$ cat src/rtl/wr_ptr_full_gen.sv
// Write-side pointer, memory write strobe and full/level/overflow flags for an async FIFO.
// Flags are computed against the read pointer already synchronized into wr_clk.
module wr_ptr_full_gen #(
   parameter int Addr_Width         = 8,
   parameter int Almost_Full_Thresh = 4
) (
   input  logic                  wr_clk,
   input  logic                  wr_rstn,
   input  logic                  wr_en,
   input  logic [Addr_Width:0]   rd_ptr_sync,
   input  logic                  ovf_clr,
   output logic [Addr_Width:0]   wr_ptr,
   output logic [Addr_Width-1:0] wr_addr,
   output logic                  mem_wr_en,
   output logic                  full,
   output logic                  almost_full,
   output logic [Addr_Width:0]   wr_level,
   output logic                  overflow
);

   localparam int AW    = Addr_Width;
   localparam int Depth = 2 ** AW;
   localparam logic [AW:0] AF_LEVEL = (AW + 1)'(Depth - Almost_Full_Thresh);

   logic [AW:0] wr_bin;
   logic [AW:0] wr_bin_next;
   logic [AW:0] wr_gray_next;
   logic [AW:0] rd_bin;
   logic [AW:0] wr_level_next;
   logic        full_next;
   logic        almost_full_next;
   logic        push;

   // Handshake: wr_en is the valid, ~full the ready; a push is transferred on
   // a wr_clk edge only when both are high, and the memory samples on that edge.
   assign push      = wr_en & ~full & wr_rstn;
   assign mem_wr_en = push;
   assign wr_addr   = wr_bin[AW-1:0];

   assign wr_bin_next  = wr_bin + {{AW{1'b0}}, push};
   assign wr_gray_next = wr_bin_next ^ (wr_bin_next >> 1);

   always_comb begin
      rd_bin     = '0;
      rd_bin[AW] = rd_ptr_sync[AW];
      for (int i = AW - 1; i >= 0; i--) begin
         rd_bin[i] = rd_bin[i+1] ^ rd_ptr_sync[i];
      end
   end

   // Full when the next write pointer is exactly one lap ahead of the read pointer.
   assign full_next        = (wr_gray_next == {~rd_ptr_sync[AW:AW-1], rd_ptr_sync[AW-2:0]});
   assign wr_level_next    = wr_bin_next - rd_bin;
   assign almost_full_next = (wr_level_next >= AF_LEVEL);

   always_ff @(posedge wr_clk or negedge wr_rstn) begin
      if (!wr_rstn) begin
         wr_bin      <= '0;
         wr_ptr      <= '0;
         full        <= 1'b0;
         almost_full <= 1'b0;
         wr_level    <= '0;
         overflow    <= 1'b0;
      end else begin
         wr_bin      <= wr_bin_next;
         wr_ptr      <= wr_gray_next;
         full        <= full_next;
         almost_full <= almost_full_next;
         wr_level    <= wr_level_next;
         if (wr_en && full) begin
            overflow <= 1'b1;
         end else if (ovf_clr) begin
            overflow <= 1'b0;
         end
      end
   end

endmodule

$ cat config.mk
export PLATFORM = sky130hd
export DESIGN_NAME = wr_ptr_full_gen
export DESIGN_NICKNAME = d
export VERILOG_FILES = /design/src/rtl/wr_ptr_full_gen.sv
export SDC_FILE = /design/constraint.sdc
export NUM_CORES = 1
export LEC_CHECK = 0
export ABC_AREA = 1
export BUFFER_PORTS_ARGS = -buffer_cell sky130_fd_sc_hd__clkbuf_2
export CORE_MARGIN = 4
export CORE_UTILIZATION = 53
export DETAILED_ROUTE_END_ITERATION = 7
export MAX_ROUTING_LAYER = met4
export PLACE_DENSITY = 0.79
export REMOVE_ABC_BUFFERS = 1
export SYNTH_ARGS = -nofsm -noshare
export SYNTH_HDL_FRONTEND = slang
export SYNTH_SLANG_ARGS = --single-unit
export TNS_END_PERCENT = 5
$ cat constraint.sdc
create_clock -name wr_clk -period 2.95 [get_ports wr_clk]
set_input_delay 0.59 -clock wr_clk [delete_from_list [all_inputs] [get_ports wr_clk]]
set_output_delay 0.59 -clock wr_clk [all_outputs]
set_load 0.02 [all_outputs]
# Word level (Yosys, flattened, before mapping)
# Index checks and enable logic that the tools add are counted.
word_totals:
  input_bits: 13
  register_bits: 30
  out_inout_bits: 30
  elab_cells: 27
classes:
  n_reduce_logical: 2
  eq_ne: 1
  n_addsub: 2
  n_mux: 2
  n_bitwise: 13
  n_lt_le_gt_ge: 1
ops:
  columns: ["op", "count"]
  rows:
  - ["adder 9 x 1 -> 9 bit", 1]
  - ["equality test 9 bit", 1]
  - [">= comparator 9 x 8 -> 1 bit (second input constant)", 1]
  - ["subtractor 9 bit", 1]
  - ["XOR 9 x 8 -> 9 bit", 1]
  - ["XOR 1 bit", 8]
  - ["AND 1 bit", 2]
  - ["2-to-1 mux 1 bit", 2]
  - ["NOT 2 bit", 1]
  - ["nonzero test 2 bit", 1]
  - ["logical AND 1 bit", 1]
  - ["NOT 1 bit", 1]

# Depth between registers and ports, before layout
# Gate-level depths: netlist of the first run.
depth:
  depth_word: 10
  mapped_depth: 22
  ltp_nobuf: 22

# Least setup slack after synthesis of the first run
# Ideal clock, no wire load.
synth_path:
  kind: "input port to flip-flop"
  start: "input port rd_ptr_sync[7]"
  end: "register almost_full"
  required_time_ns: 2.828
  arrival_time_ns: 2.880
  path_buffers: 0
  stages: 22
  slack_ns: -0.052
  setup_ns: 0.122
  cell_sequence: "inv_1 -> nand2_1 -> nand3_1 -> nand2_2 -> nand2_1 -> nand3_2 -> nand2_2 -> nand2_2 -> nand3_1 -> nand3_1 -> nand3_1 -> nand2_1 -> ha_1 -> fa_1 -> o21ai_0 -> nand2_1 -> nand2_1 -> a21oi_1 -> xor2_1 -> inv_1 -> nand4_1 -> nand2_1"
synth_between:
  elab_chain_len: 10
synth_rtl:
  columns: ["item", "line_no", "rtl"]
  rows:
  - ["from (decl)", "10", "input logic [Addr_Width:0] rd_ptr_sync,"]
  - ["XOR 1 bit * (2 in series)", "47", "rd_bin[i] = rd_bin[i+1] ^ rd_ptr_sync[i];"]
  - ["XOR 1 bit (6 in series)", "47", null]
  - ["subtractor 9 bit *", "53", "assign wr_level_next = wr_bin_next - rd_bin;"]
  - ["via wr_level_next[6]", "29", "logic [AW:0] wr_level_next;"]
  - [">= comparator 9 x 8 -> 1 bit *", "54", "assign almost_full_next = (wr_level_next >= AF_LEVEL);"]
  - ["via almost_full_next", "31", "logic almost_full_next;"]
  - ["to (signal assigned)", "68", "almost_full <= almost_full_next;"]
  - ["to (decl)", "16", "output logic almost_full,"]
# The timed path passes the listed nets; every way through them passes the cells marked *.
# A chain may end at the register's enable or synchronous reset.

# Worst setup path in the final report of the first run
layout_path:
  start: "input port rd_ptr_sync[8]"
  end: "register almost_full"
# Same word-level chain as after synthesis.

==> results.tsv, run 1 <==
metric	value	unit
crit_required	3.16	ns
dp_hpwl	3080	um
power.net_switching	1.30	mW
area_growth_syn_to_layout	44.7	%
r2r-end	almost_full	
grt_pass1_wl	6360	um
multi_input_area	0.00114	mm2
tns	0	ns
layout_common_cells	nand2_1, clkbuf_2, inv_1, dfrtp_1, buf_4	
hold_class	in2async	
wl	4970	um
io_pins	43	
die_h	65.6	um
drt_pre_antenna_iters	4	
setup_viol_count_final	0	
clock_skew	0.0178	ns
fin_nets	313	
final_common_cell	nand2_1	
path_buf_inv	4	
grtUsageTotal	20.1	%
path_cells	buf_4, inv_4, nand2_2, nand3_4, nand2_4, nand2_4, nand3_4, nand2_4, nand2_4, nand3_4, nand3_2, nand3_2, nand2_2, ha_4, fa_2, o21ai_2, buf_4, nand2_1, nand2_1, a21oi_2, xor2_1, inv_1, nand4_1, nand2_1	
slew_violations	0	
path_common_cell	nand2_4	
wire_per_inst	14.9	um
place_area	0.00219	mm2
hold_buffers	0	
cts.sinks	29	
antenna_cells	0	
cp.arrival	3.07	ns
p_int	1.43	mW
core-area	0.00310	mm2
netlist_instances	214	
wl_met2	2470	um
cts_tree	yes	
io_buffers	42	
cts_made_buffers	5	
status	completed	
synth_edf_count	0	
row_count	20	
grt_pass1_vias	1525	
start_util	56.7	%
cp-start-kind	primary input	
reg2regPathDepth	18	
regArea	726	um2
fillCellCount	187	
fmaxAchievable	351	MHz
drive_above_1_share	44.8	%
tightest_slew	0.356	ns
yosysSeqAreaShare	41.3	%
path_class	in2reg	
route.detailed.drc	0	
drtAntennaViolNets	0	
dieArea	0.00430	mm2
worst_path_largest_cell_delay	0.36	ns
pwr-share-clk	10.2	%
dr.first_iter.drc_count	81	
p_leak	1.36	nW
routabilityCongestion	0.898	
p_sw_share	47.7	%
cap_violations	0	
synth_top_area_cell	dfrtp_1	
synth.distinct_cells	26	
synth_area_leaders	dfrtp_1, nand2_1, ha_1	
synth_area_per_cell	8.22	um2
fin_area	0.00255	mm2
route.vias.total	1763	
grt_max_degree	30	
ir_drop	0.661	mV
cts_htree_levels	2	
finalHoldViolCount	0	
route.met3.wl	325	um
power_frac_comb	65.0	%
crit_slowest_cell	fa_2	
period_needed	2.85	ns
crit_fanout	4	
relSlewSlack	76.3	%
reg2reg_from	full	
viasPerCell	5.28	
cts.path.max_buffers	2	
topRoutingLayerUsed	met4	
async_flop_share	100	%
wl_met1	2080	um
finalCritPeriodShare	96.7	%
p_seq_share	24.8	%
clock_latency	0.34	ns
critical_path.top_delay_family	simple AND/OR/NAND/NOR gates	
fp.dieW	65.6	um
yosysWarnings	0	
ff2ff_setup_slack	0.25	ns
cp-end-kind	flip-flop	
path_clk_slew	0.10	ns
syn-cell-area	0.00176	mm2
yosysTopAreaCellShare	41.3	%
p_per_area	1070	mW/mm2
overflow	0	
antenna_found_initial	0	
clockRootBuffer	clkbuf_4	
synth_flop_cell	dfrtp_1	
ys_ff_latch	29	
## timing repair
action / in CTS / in global routing
pin swaps: 0 / 13
gates resized for setup: 1 / 57
endpoints found under the setup margin: 1 / 4
setup buffers: 0 / 4
gates cloned: 0 / 0
## synth_stat cells, types with 2 or more instances
cell / number
ha_1: 10
nand3_1: 24
o21ai_1: 2
nand4_1: 6
a21oi_1: 8
nand2_2: 9
xnor2_1: 2
nand2_1: 49
xor2_1: 14
dfrtp_1: 29
inv_2: 5
xor2_2: 2
o21ai_0: 4
inv_1: 31
nand3_2: 2
nor2_1: 7
## metal layers
layer / GRT usage [%] / vias up
li1: - / 836
met4: 7.77 / 0
met2: 32.9 / 81
met5: - / -
met3: 5.30 / 11
met1: 23.7 / 835
## kinds of logic (layout without fill, tap and decap cells)
group,Yosys count,in the layout,synth area share (%)
AO/OA/AOI/OAI,16,16,4.91
XOR/XNOR,18,18,9.82
adder cells (fa/ha/maj),11,11,8.25
buffers and inverters,37,113,7.89
flip-flops,29,29,41.3
AND/OR/NAND/NOR,103,103,27.9
## area by class of cell
type | instances | area share (%)
multi-input combinational | 148 | 44.7
sequential | 29 | 28.5
timing repair buffer | 68 | 16.3
inverter | 37 | 5.65
clock buffer | 7 | 2.56
tap | 44 | 2.16
clock inverter | 1 | 0.197
## worst reg2reg max path, delay by kind of cell, from the launching register on
| family | cells | cell delay (ns) |
|---|---|---|
| simple gates | 9 | 0.81 |
| buf+inv | 3 | 0.28 |
| compound gates | 3 | 0.41 |
| xor+xnor | 1 | 0.15 |
| flops | 1 | 0.42 |
| fa+ha+maj | 2 | 0.53 |
## registers in the layout (all words and copies together) (netlist names)
signal and count:
wr_ptr 8, almost_full 1, wr_level 9, wr_bin 9, overflow 1, full 1
## power by group through the flow
| stage | Clock, mW | Sequential, mW | Combinational, mW |
|---|---|---|---|
| global placement | 0 | 0.678 | 1.58 |
| CTS | 0.280 | 0.675 | 1.62 |
| detailed placement | 0 | 0.683 | 1.61 |
| finish | 0.280 | 0.678 | 1.78 |
| floorplan | 0 | 0.898 | 0.793 |
| global route | 0.302 | 0.699 | 1.93 |
## per-stage QoR
| stage | hold WS [ns] | util [%] | std cells | total power, mW | setup WS, ns |
|---|---|---|---|---|---|
| CTS | 0.328 | 72.8 | 330 | 2.58 | 0.00799 |
| detailed placement | 0.493 | 70.6 | 322 | 2.29 | -0.382 |
| floorplan | 0.294 | - | 214 | 1.69 | -0.0515 |
| global route | 0.346 | 82.1 | 334 | 2.93 | -0.0639 |
| finish | 0.326 | 82.1 | 334 | 2.73 | 0.0986 |
| global placement | 0.491 | 70.6 | 322 | 2.25 | -0.211 |
## worst max path at each step
| stage | startpoint | to | slack, ns | cells after the start |
|---|---|---|---|---|
| 4_1_cts | rd_ptr_sync[7] | almost_full | 0.008 | 24 |
| 5_1_grt | rd_ptr_sync[8] | almost_full | -0.06 | 24 |
| 6_report | rd_ptr_sync[8] | almost_full | 0.1 | 24 |
| 3_5_place_dp | rd_ptr_sync[7] | almost_full | -0.38 | 24 |
| 2_1_floorplan | rd_ptr_sync[7] | almost_full | -0.05 | 22 |
| 3_3_place_gp | rd_ptr_sync[7] | almost_full | -0.21 | 24 |
No activity file was read; power rests on OpenSTA's default activity.
==> inputs of run 2 (changes only) <==
CELL_PAD_IN_SITES_DETAIL_PLACEMENT = 1   (was unset)
CELL_PAD_IN_SITES_GLOBAL_PLACEMENT = 1   (was unset)
CORE_UTILIZATION = 39   (was 53)
PLACE_DENSITY = unset   (was 0.79)
PLACE_DENSITY_LB_ADDON = 0.1   (was unset)
==> run 2 against run 1 <==
  * Clock skew shrank 0.012 ns
  * First-iteration DRC count fell by 37%
  * Worst hold slack lost 0.0080 ns
  * Combinational power up 4%
  * Highest routed layer unchanged
==> results.tsv, run 2 (same netlist as run 1, synthesis figures left out) <==
metric	value	unit
cts_tree	yes	
crit_fanout	4	
clockRootBuffer	clkbuf_8	
drtAntennaViolNets	0	
worst_path_largest_cell_delay	0.37	ns
path_common_cell	nand2_4	
routabilityCongestion	0.876	
clock_skew	0.00608	ns
fin_nets	320	
fmaxAchievable	342	MHz
ir_drop	0.625	mV
wl	5700	um
path_cells	buf_6, inv_6, nand2_4, nand3_4, nand2_4, nand2_4, nand3_4, nand2_4, nand2_4, nand3_4, nand3_2, nand3_2, nand2_2, ha_4, fa_2, o21ai_2, buf_6, nand2_2, nand2_2, a21oi_2, xor2_1, inv_1, buf_4	
tightest_slew	0.390	ns
grt_pass1_wl	7640	um
cp-start-kind	primary input	
dp_hpwl	3680	um
antenna_cells	0	
path_buf_inv	5	
finalCritPeriodShare	99.2	%
cts.path.max_buffers	2	
fp.dieW	75.2	um
reg2regPathDepth	15	
power	2.87	mW
instances_no_fill	349	
antenna_found_initial	0	
layout_common_cells	nand2_1, clkbuf_2, buf_4, dfrtp_1, inv_1	
status	completed	
row_count	24	
path_clk_slew	0.07	ns
core-area	0.00435	mm2
drt_pre_antenna_iters	4	
p_per_area	1070	mW/mm2
hold_buffers	0	
cts_made_buffers	5	
overflow	0	
clock_latency	0.29	ns
final_common_cell	nand2_1	
slew_violations	0	
io_pins	43	
die_h	75.2	um
rsz0062_at_grt	true	
route.vias.total	1729	
cts.sinks	29	
reg_top3	wr_bin x9, wr_level x9, wr_ptr x8	
drive_above_1_share	46.1	%
start_util	40.4	%
worst_hold_slack	0.318	ns
cp-end-kind	flip-flop	
grt_max_degree	30	
critical_path.top_delay_family	simple AND/OR/NAND/NOR gates	
p_leak	1.42	nW
cap_violations	0	
viasPerCell	4.95	
path_class	in2reg	
grtUsageTotal	18.5	%
dp.cells	334	
cts_htree_levels	2	
period_needed	2.93	ns
dieArea	0.00565	mm2
route.detailed.drc	0	
ff2ff_setup_slack	0.28	ns
area_growth_syn_to_layout	51.7	%
wire_per_inst	16.3	um
fin_area	0.00267	mm2
grt_pass1_vias	1716	
r2r-end	almost_full	
io_buffers	42	
crit_slowest_cell	fa_2	
cp.arrival	3.10	ns
relSlewSlack	73.9	%
place_area	0.00223	mm2
hold_class	in2async	
tns	0	ns
dr.first_iter.drc_count	51	
reg2reg_from	full	
setup_viol_count_final	0	
crit_required	3.12	ns
finalHoldViolCount	0	
==> run 2: cell count changes in the layout (fill, tap and decap cells not counted), sizes merged <==
cell,before,now
clkbuf,47,44
clkinvlp,0,1
clkinv,2,3
buf,28,36
==> run 2: routing by layer <==
| metal | GRT usage, % | vias up | share of wire [%] |
|---|---|---|---|
| met5 | - | - | 0 |
| met4 | 6.21 | 0 | 2.5 |
| met3 | 3.60 | 13 | 2.7 |
| met2 | 31.2 | 33 | 52 |
| met1 | 22.2 | 842 | 43 |
| li1 | - | 841 | - |
==> run 2: layout make-up <==
cell class              instances  area (um2)
clock buffers                   5        68.8
clock inverters                 3        17.5
fillers                       533        1690
inverters                      37         151
multi-input cells             148        1150
flip-flops and latches         29         726
well taps                      52        65.1
repair buffers                 75         485
==> run 2: worst max path at each step <==
stage                        start          end  cells past startpoint
floorplan           rd_ptr_sync[7]  almost_full                     22
global placement    rd_ptr_sync[7]  almost_full                     24
detailed placement  rd_ptr_sync[7]  almost_full                     24
CTS                 rd_ptr_sync[7]  almost_full                     24
global route        rd_ptr_sync[8]  almost_full                     24
finish              rd_ptr_sync[8]  wr_level[6]                     23
==> run 2: power by group <==
group | leakage [nW] | switching (mW) | internal, mW
Combinational | 1.04 | 1.11 | 0.747
Clock | 0.0439 | 0.162 | 0.162
Sequential | 0.339 | 0.101 | 0.585
==> run 2: per-stage QoR <==
stage / setup WS (ns) / util, %
global route: -0.171 / 61.3
CTS: 0.0322 / 54.6
floorplan: -0.0515 / -
detailed placement: -0.447 / 51.2
global placement: -0.278 / 51.2
finish: 0.0244 / 61.3
==> run 2: what timing repair did <==
action / in CTS / in global routing
resized for setup: 14 / 58
pin swaps: 1 / 13
buffers inserted: 1 / 6
setup endpoints to repair: 3 / 4
==> inputs of run 3 (changes only) <==
GPL_TIMING_DRIVEN = 0   (was unset)
RECOVER_POWER = 50   (was unset)
==> run 3 against run 2 <==
  * Flip-flop and latch count did not move
  * Worst hold slack got worse by 0.16 ns
  * Maximum frequency rose by 1.5%
  * Wire length fell by 18%
  * First-iteration DRC count rose by 59%
  * Utilization fell by 4.0 points
  * Non-clock buffer count fell by 27
  * Clock-buffer cell count rose by 1
  * Critical endpoint is now almost_full
  * Total power fell by 9.0%
  * Sequential power fell by 2%
==> results.tsv, run 3 (same netlist as run 1, synthesis figures left out) <==
metric	value	unit
status	completed	
cts_tree	yes	
cap_violations	0	
dp_slack	-0.874	ns
dr.first_iter.drc_count	81	
relSlewSlack	80.8	%
p_per_area	1040	mW/mm2
io_pins	43	
clock_skew	0.00444	ns
path_class	in2reg	
ir_drop	0.502	mV
met2_usage	26.9	%
grtUsageTotal	16.2	%
r2r-end	almost_full	
die_h	75.2	um
worst_hold_slack	0.155	ns
finalHoldViolCount	0	
grt_pass1_vias	1508	
antenna_found_initial	0	
grt_max_degree	31	
rsz0062_at_grt	true	
fp.dieW	75.2	um
busiest_layer	met2	
period_needed	2.88	ns
power_frac_comb	61.9	%
cts_htree_levels	2	
wire_per_inst	14.5	um
drive_above_1_share	39.3	%
dp.cells	308	
overflow	0	
ff2ff_setup_slack	0.40	ns
dieArea	0.00565	mm2
wl	4670	um
path_clk_slew	0.06	ns
pwr-share-clk	12.2	%
tightest_slew	0.286	ns
antenna_cells	0	
cp-start-kind	primary input	
crit_fanout	4	
row_count	24	
cts_made_buffers	5	
cts.path.max_buffers	2	
dp_hpwl	3340	um
io_buffers	42	
power	2.61	mW
hold_class	in2async	
grt_pass1_wl	6750	um
reg2reg_from	full	
slew_violations	0	
start_util	40.4	%
finalCritPeriodShare	97.7	%
core-area	0.00435	mm2
power.net_switching	1.29	mW
gr-usage-met1	20.1	%
cp.arrival	3.05	ns
final_common_cell	nand2_1	
p_seq_share	25.9	%
p_int	1.32	mW
p_sw_share	49.3	%
clockRootBuffer	clkbuf_8	
drtAntennaViolNets	0	
clock_latency	0.28	ns
p_leak	1.26	nW
post-route-worst-setup-slack	0.0667	ns
layout_common_cells	nand2_1, dfrtp_1, inv_1, clkbuf_2, xor2_1	
viasPerCell	4.84	
tns	0	ns
fmaxAchievable	347	MHz
cts.sinks	29	
use_met3	3.20	%
reg_top3	wr_bin x9, wr_level x9, wr_ptr x8	
reg2regPathDepth	17	
route.detailed.drc	0	
fin_nets	293	
cp-end-kind	flip-flop	
route.vias.total	1560	
setup_viol_count_final	0	
routabilityCongestion	0.801	
instances_no_fill	322	
drt_pre_antenna_iters	4	
crit_required	3.11	ns
area_growth_syn_to_layout	41.9	%
## run 3: cell count changes in the layout (fill, tap and decap cells not counted), sizes merged
cell      previous run  this run
clkinvlp             1         0
clkbuf              44        45
buf                 36         9
## run 3: repair_timing
action,4_1_cts,5_1_grt
hold buffers,0,0
pin swaps,2,15
setup buffers,1,5
gates resized for setup,10,72
setup endpoints to repair,7,4
## run 3: cell type report
| type | count | area, um2 |
|---|---|---|
| Fill cell | 531 | 1860 |
| Multi-Input combinational cell | 148 | 1190 |
| Sequential cell | 29 | 726 |
| Timing Repair Buffer | 48 | 283 |
| Inverter | 37 | 151 |
| Clock buffer | 6 | 72.6 |
| Tap cell | 52 | 65.1 |
| Clock inverter | 2 | 10.0 |
## run 3: worst max path at each step
stage                         from          end  depth (start not counted)
detailed placement         wr_rstn  almost_full                         18
floorplan           rd_ptr_sync[7]  almost_full                         22
global placement           wr_rstn  almost_full                         18
global route        rd_ptr_sync[7]  almost_full                         23
CTS                 rd_ptr_sync[7]  almost_full                         23
finish              rd_ptr_sync[7]  almost_full                         23
## run 3: worst max-delay path, stage by stage
cell and delay [ns]:
buf_12 0.12, inv_8 0.06, nand2_4 0.05, nand3_4 0.10, nand2_4 0.08, nand2_4 0.08, nand3_4 0.11, nand2_4 0.13
nand2_4 0.08, nand3_4 0.08, nand3_2 0.08, nand3_2 0.09, nand2_2 0.08, ha_4 0.18, fa_2 0.37, o21ai_4 0.19
nand2_1 0.07, nand2_1 0.08, a21oi_2 0.06, xor2_1 0.16, inv_1 0.07, nand4_1 0.07, nand2_1 0.05
## run 3: per-stage QoR
step,utilization [%],area (um2)
after CTS,49.9,2170
after global placement,46.7,2030
after detailed placement,46.7,2030
after global routing,57.3,2500
after floorplan,-,1760
final,57.3,2500
## run 3: per-layer routing
| layer | wire (um) | part of all wire (%) |
|---|---|---|
| met4 | 8 | 0.17 |
| met1 | 2170 | 46 |
| met2 | 2330 | 50 |
| met5 | 0 | 0 |
| met3 | 164 | 3.5 |
## run 3: power by group through the flow
stage	Clock [mW]	Combinational [mW]	Sequential, mW
final	0.319	1.61	0.674
after global placement	0	1.39	0.681
after floorplan	0	0.793	0.898
after global routing	0.350	1.81	0.702
after CTS	0.325	1.48	0.678
after detailed placement	0	1.41	0.684
